`config.mk`:
```
export PLATFORM = sky130hd
export DESIGN_NAME = seq_mult_param
export DESIGN_NICKNAME = d
export VERILOG_FILES = /design/src/rtl/mult_pkg.sv /design/src/rtl/mult_iter_counter.sv /design/src/rtl/seq_mult_param.sv
export SDC_FILE = /design/constraint.sdc
export NUM_CORES = 1
export LEC_CHECK = 0
export CORE_UTILIZATION = 52
export CTS_CLUSTER_SIZE = 25
export DETAILED_ROUTE_END_ITERATION = 12
export GPL_ROUTABILITY_DRIVEN = 0
export PLACE_DENSITY = 0.73
export SYNTH_ARGS = -nofsm -noshare
export SYNTH_HDL_FRONTEND = slang
export SYNTH_SLANG_ARGS = --single-unit
```
`constraint.sdc`:
```
create_clock -name clk -period 4.8 [get_ports clk]
set_input_delay 0.96 -clock clk [delete_from_list [all_inputs] [get_ports clk]]
set_output_delay 0.96 -clock clk [all_outputs]
set_load 0.03 [all_outputs]
```
`src/rtl/mult_pkg.sv`:
```
// Shared types and helpers for the parametrised sequential multiplier.
//   state_e      : control FSM states
//   count_width  : width of an iteration counter able to hold the value WIDTH
//   twos_mag     : magnitude of a 64-bit two's-complement value; the result is
//                  correct as an unsigned number even for the most negative input
package mult_pkg;

  typedef enum logic [1:0] {
    IDLE = 2'd0,
    RUN  = 2'd1,
    DONE = 2'd2
  } state_e;

  function automatic int count_width(input int width);
    return $clog2(width) + 1;
  endfunction

  // Operands are sign- or zero-extended to 64 bits by the caller, so a single
  // function serves every WIDTH.
  function automatic logic [63:0] twos_mag(input logic [63:0] v);
    return v[63] ? (~v + 64'd1) : v;
  endfunction

endpackage

```
`src/rtl/mult_iter_counter.sv`:
```
// Iteration counter for the sequential multiplier.
//   clk, reset : clock and asynchronous active-low reset
//   clear      : zero the count (operand accept)
//   inc        : count one processed bit
//   count      : bits processed so far
//   last       : the next increment brings the count to WIDTH
module mult_iter_counter
  import mult_pkg::*;
#(
  parameter int WIDTH = 16
) (
  input  logic                            clk,
  input  logic                            reset,
  input  logic                            clear,
  input  logic                            inc,
  output logic [count_width(WIDTH)-1:0]   count,
  output logic                            last
);

  localparam int CW = count_width(WIDTH);

  logic [CW-1:0] count_q, count_d;

  always_comb begin
    count_d = count_q;
    if (clear) begin
      count_d = '0;
    end else if (inc) begin
      count_d = count_q + CW'(1);
    end
  end

  always_ff @(posedge clk or negedge reset) begin
    if (!reset) begin
      count_q <= '0;
    end else begin
      count_q <= count_d;
    end
  end

  assign count = count_q;
  assign last  = (count_q == CW'(WIDTH - 1));

endmodule

```
`src/rtl/seq_mult_param.sv`:
```
// Iterative shift-add multiplier, one multiplier bit per clock.
//   clk, reset          : clock and asynchronous active-low reset
//   in_valid / in_ready : operand handshake (in_ready only in IDLE)
//   signed_mode         : operands are two's complement, sampled on accept
//   multiplicand        : operand A
//   multiplier          : operand B
//   out_valid/out_ready : product handshake (out_valid only in DONE)
//   product             : 2*WIDTH-bit result, held until the next operation ends
//   busy                : operation in progress or result waiting
//   iter_count          : bits processed for the current or last operation
// Signed operation multiplies magnitudes and negates the result at the end,
// so the datapath itself is purely unsigned.
module seq_mult_param
  import mult_pkg::*;
#(
  parameter int WIDTH      = 16,
  parameter bit EARLY_TERM = 1'b1
) (
  input  logic                            clk,
  input  logic                            reset,
  input  logic                            in_valid,
  output logic                            in_ready,
  input  logic                            signed_mode,
  input  logic [WIDTH-1:0]                multiplicand,
  input  logic [WIDTH-1:0]                multiplier,
  output logic                            out_valid,
  input  logic                            out_ready,
  output logic [2*WIDTH-1:0]              product,
  output logic                            busy,
  output logic [count_width(WIDTH)-1:0]   iter_count
);

  state_e state_q, state_d;

  logic [2*WIDTH-1:0] acc_q, acc_d;
  logic [2*WIDTH-1:0] mcand_q, mcand_d;
  logic [WIDTH-1:0]   mplier_q, mplier_d;
  logic               neg_q, neg_d;
  logic [2*WIDTH-1:0] product_q, product_d;

  logic               accept;
  logic               cnt_last;
  logic               run_exit;
  logic [63:0]        a_ext, b_ext;
  logic [WIDTH-1:0]   mag_a, mag_b;
  logic [2*WIDTH-1:0] acc_sum;
  logic [WIDTH-1:0]   mplier_shift;

  assign accept = in_valid && in_ready;

  mult_iter_counter #(.WIDTH(WIDTH)) u_iter_counter (
    .clk   (clk),
    .reset (reset),
    .clear (accept),
    .inc   (state_q == RUN),
    .count (iter_count),
    .last  (cnt_last)
  );

  // Operand magnitudes; raw values pass through in unsigned mode.
  always_comb begin
    a_ext = signed_mode ? 64'($signed(multiplicand)) : 64'(multiplicand);
    b_ext = signed_mode ? 64'($signed(multiplier))   : 64'(multiplier);
    mag_a = WIDTH'(twos_mag(a_ext));
    mag_b = WIDTH'(twos_mag(b_ext));
  end

  // Current bit: conditional add, then decide whether this is the final bit.
  always_comb begin
    acc_sum      = mplier_q[0] ? (acc_q + mcand_q) : acc_q;
    mplier_shift = mplier_q >> 1;
    run_exit     = cnt_last || (EARLY_TERM && (mplier_shift == '0));
  end

  // FSM: state register
  always_ff @(posedge clk or negedge reset) begin
    if (!reset) begin
      state_q <= IDLE;
    end else begin
      state_q <= state_d;
    end
  end

  // FSM: next state
  always_comb begin
    state_d = state_q;
    case (state_q)
      IDLE:    if (in_valid) state_d = RUN;
      RUN:     if (run_exit) state_d = DONE;
      DONE:    if (out_ready) state_d = IDLE;
      default: state_d = IDLE;
    endcase
  end

  // FSM: outputs
  always_comb begin
    in_ready  = (state_q == IDLE);
    out_valid = (state_q == DONE);
    busy      = (state_q == RUN) || (state_q == DONE);
  end

  // Datapath next values
  always_comb begin
    acc_d     = acc_q;
    mcand_d   = mcand_q;
    mplier_d  = mplier_q;
    neg_d     = neg_q;
    product_d = product_q;
    if (accept) begin
      acc_d    = '0;
      mcand_d  = {{WIDTH{1'b0}}, mag_a};
      mplier_d = mag_b;
      neg_d    = signed_mode & (multiplicand[WIDTH-1] ^ multiplier[WIDTH-1]);
    end else if (state_q == RUN) begin
      acc_d    = acc_sum;
      mcand_d  = mcand_q << 1;
      mplier_d = mplier_shift;
      // Sign fix-up uses the post-add value so the result lands on the exit edge.
      if (run_exit) begin
        product_d = neg_q ? -acc_sum : acc_sum;
      end
    end
  end

  always_ff @(posedge clk or negedge reset) begin
    if (!reset) begin
      acc_q     <= '0;
      mcand_q   <= '0;
      mplier_q  <= '0;
      neg_q     <= 1'b0;
      product_q <= '0;
    end else begin
      acc_q     <= acc_d;
      mcand_q   <= mcand_d;
      mplier_q  <= mplier_d;
      neg_q     <= neg_d;
      product_q <= product_d;
    end
  end

  assign product = product_q;

endmodule

```
==> flow_results.org <==
** Route
- Final routed DRC violation total :: 0
- Once detail routing completed, the nets flagged for antenna violations numbered 0.
- Post-detailed-route via-to-cell ratio :: about 5.9
- TritonRoute pass-1 iters :: 5
- Wire length reported by the detailed router :: 20800 um
- After detailed routing, the average wire length per cell comes to 16.1 um.
- For this block, the initial DRC count from the detailed router was about 560.
- The final route contains 7604 vias.

** Logic synthesis
- Async set or reset register ratio after synthesis :: 100%
- In the synthesized netlist the dominant register cell turns out to be dfrtp_1.
- #FFs+latches synth :: 120
- After synthesis the cells add up to just under 9000 um^2.
- Cell count after synthesis :: a little over 1000
- After synthesis, flip-flops and latches occupy between 30 and 40% of the total area.
- Top cell type by total area after synthesis :: dfrtp_1
- Most frequently used cell type in the post-synthesis netlist :: nand2_1
- The synthesized netlist contains 83 unique library cells.
- Ranked by total cell area, the synthesized netlist is headed by dfrtp_1 34%, mux2i_1 6.1%, ha_1 5.6%.
- The Yosys step of the flow raised 0 warnings.
- Ranking of synthesized cells by instance count :: 122 x nand2_1, 120 x dfrtp_1, 97 x nor2_1
- In this run the mean area of a mapped cell was between 8 and 9 um^2.
- EDFF count, synth :: 0
- Fraction of post-synthesis cell area in the top cell type by area :: between 30% and 40%
- Number of nets in the synthesized netlist :: between 1000 and 1500

** Clock network
- Number of buffers inserted during clock tree synthesis :: 17
- Clock slew at the register clock pins of the worst setup and hold paths :: about 0.05 ns
- Worst-case clock buffer depth :: 2
- Resized Gates After CTS :: 0
- The number of setup buffers added after CTS is 0.
- Worst-skew pair later-pin latency :: roughly 0.42 ns
- In this run, post-CTS hold repair placed 0 buffers.
- Deepest level of the CTS H-tree :: 4
- TritonCTS built the clock tree.
- Clock root buffer :: clkbuf_16
- CTS sink cnt :: 120

** Timing
- Fmax :: roughly 250 MHz
- At the pin with the least slew margin, the transition time is 1.20 ns.
- For the final routed database, the setup TNS stands at 0 ns.
- Clock skew on the completed layout was measured at ~0.0069 ns.
- Max transition margin :: around a fifth
- In the post-route analysis, the smallest setup slack over all paths is around 0.86 ns.
- Slew Viols, Final :: 0
- Setup violations remaining at the end of the flow were counted as 0.
- Period utilisation layout :: 82.1%
- Hold violation total from the final report :: 0
- Clock period minus final worst setup slack :: 3.94 ns
- Setup repair after global routing left no endpoint under its margin.

** GRT
- Number of global-route vias before repair :: between 6000 and 7000
- All-layer global routing usage :: roughly 25%
- The first global-routing pass estimated around 35000 um of wire.
- Entering global routing, the biggest net connects just under 70 pins.
- GRT Residual Overflow :: 0
- Initial antenna violation count :: 0

** Pwr
- VDD IR max :: approximately 0.00037 V
- For this design the static power due to leakage is about 4.4 nW.
- For this design the ratio of total power to cell area is 725 nW/um^2.

** Floorplan
- For this configuration, the core starts out at a cell density of 54.1%.
- In this run the core area contains 46 standard-cell rows.
- The core region is approximately 16000 um^2.
- The die is around 130 um tall.
- The floorplan step set the die width to 131 um.
- The die covers 17300 um^2.
- IO Count :: between 70 and 80

** Place
- After legalization and detailed placement, the total HPWL measured roughly 15000 um.
- Setup slack after placement :: between 0.9 and 1 ns
- Once placement completed, the tool counted placed cells totaling between 1000 and 1500.
- Number of buffers added on ports :: between 70 and 80

** Finish
- Relative to the synthesized area, the layout overhead comes to 17.5%.
- Fillcell total :: 1421
- Layout Nets :: between 1000 and 1500
- In the final layout, the share of cells above drive strength 1 is under 10%.
- The number of antenna diodes in the final layout is 0.
- Count of non-filler cells in the finished layout :: between 1000 and 1500

** Worst setup path
- Sort of element at the start of the critical path :: flip-flop
- Critical path type :: flip-flop to flip-flop
- The setup check on the worst reg-to-reg path leaves a slack of between 0.8 and 0.9 ns.
- STA classifies the critical path endpoint as a flip-flop.
- At the worst endpoint, the required time is 5.05 ns.
- Along the worst path, the maximum fanout reaches 8.
- Data arrival time of the critical path :: 4.20 ns

** Job
- Across the run, the number of max-cap violations was 0.

** Worst hold path
- Kind of path behind the tightest hold check :: flip-flop to flip-flop

** Outcome
- The run finished with clean final reports.
-- cells by family after synthesis --
kind of cell	Yosys count	share of synthesized area [%]
AND/OR/NAND/NOR	362	20.1
AO/OA/AOI/OAI	292	22.5
flip-flops	120	34.5
buffers and inverters	78	3.56
XOR/XNOR	67	6.74
multiplexers	58	6.74
adder cells (fa/ha/maj)	40	5.83
-- metrics by stage --
stage                     hold WS (ns)  utilization [%]  total power, mW  instance area, um^2
after floorplan                  0.490                -             4.88                 8710
after global placement           0.460             59.5             5.84                 9580
after detailed placement         0.469             59.5             5.93                 9580
after CTS                        0.481             63.5             7.40                10200
after global routing             0.504             63.5             7.98                10200
final                            0.473             63.5             7.42                10200
-- registers in the layout (all words and copies together), names as in the netlist --
register and count:
mcand_q 32, state_q 2, u_iter_counter.count 5, mplier_q 16, product 32, neg_q 1
acc_q 32
-- worst max-delay path, stage by stage, from the launching register on --
cell and delay, ns:
dfrtp_1 0.42, ha_1 0.40, a21oi_2 0.34, o21ai_0 0.30, a22oi_1 0.43, nand4_1 0.31
a21o_1 0.25, a31oi_1 0.37, nand4_1 0.27, o41ai_2 0.42, xor2_1 0.19, o21ai_1 0.08
-- where the power goes --
| group | total [mW] | switching, mW | internal, mW |
|---|---|---|---|
| registers | 1.74 | 0.370 | 1.37 |
| logic | 4.26 | 2.59 | 1.67 |
| clock network | 1.42 | 0.444 | 0.974 |
-- area by class of cell --
type	instances	area [um^2]	area share, %
repair buffers	85	826	8.06
flip-flops and latches	120	3000	29.3
multi-input cells	819	5420	52.9
clock inverters	8	165	1.61
clock buffers	24	492	4.80
well taps	216	270	2.64
inverters	18	67.6	0.660
-- worst paths after layout --
kind,startpoint,to,depth (start not counted)
max,acc_q[6],product[30],11
min,product[23],product[23],2
max reg2reg,acc_q[6],product[30],11
min reg2reg,product[23],product[23],2
max in group asynchronous,reset,product[30],2
min in group asynchronous,reset,mplier_q[2],1
-- cells in the final DEF, fill, tap and decap left out, drive strengths merged, types with 8 or more instances in the layout --
cell type / instances
a211oi: 39
a21o: 9
a21oi: 53
a31oi: 15
buf: 10
clkbuf: 24
clkdlybuf4s50: 75
dfrtp: 120
ha: 39
inv: 16
mux2i: 53
nand2: 122
nand2b: 11
nand3: 29
nand4: 20
nor2: 97
nor3: 14
o211ai: 10
o21a: 8
o21ai: 95
o31ai: 14
or3: 11
xnor2: 49
xor2: 18
-- routing by layer --
layer / track usage [%] / wire (um) / part of all wire, %
met1: 36.8 / 10300 / 49
met2: 37.5 / 9020 / 43
met3: 3.90 / 1240 / 6.0
met4: 7.69 / 255 / 1.2
met5: 0 / 0 / 0
Power figures use the tool's default switching activity.
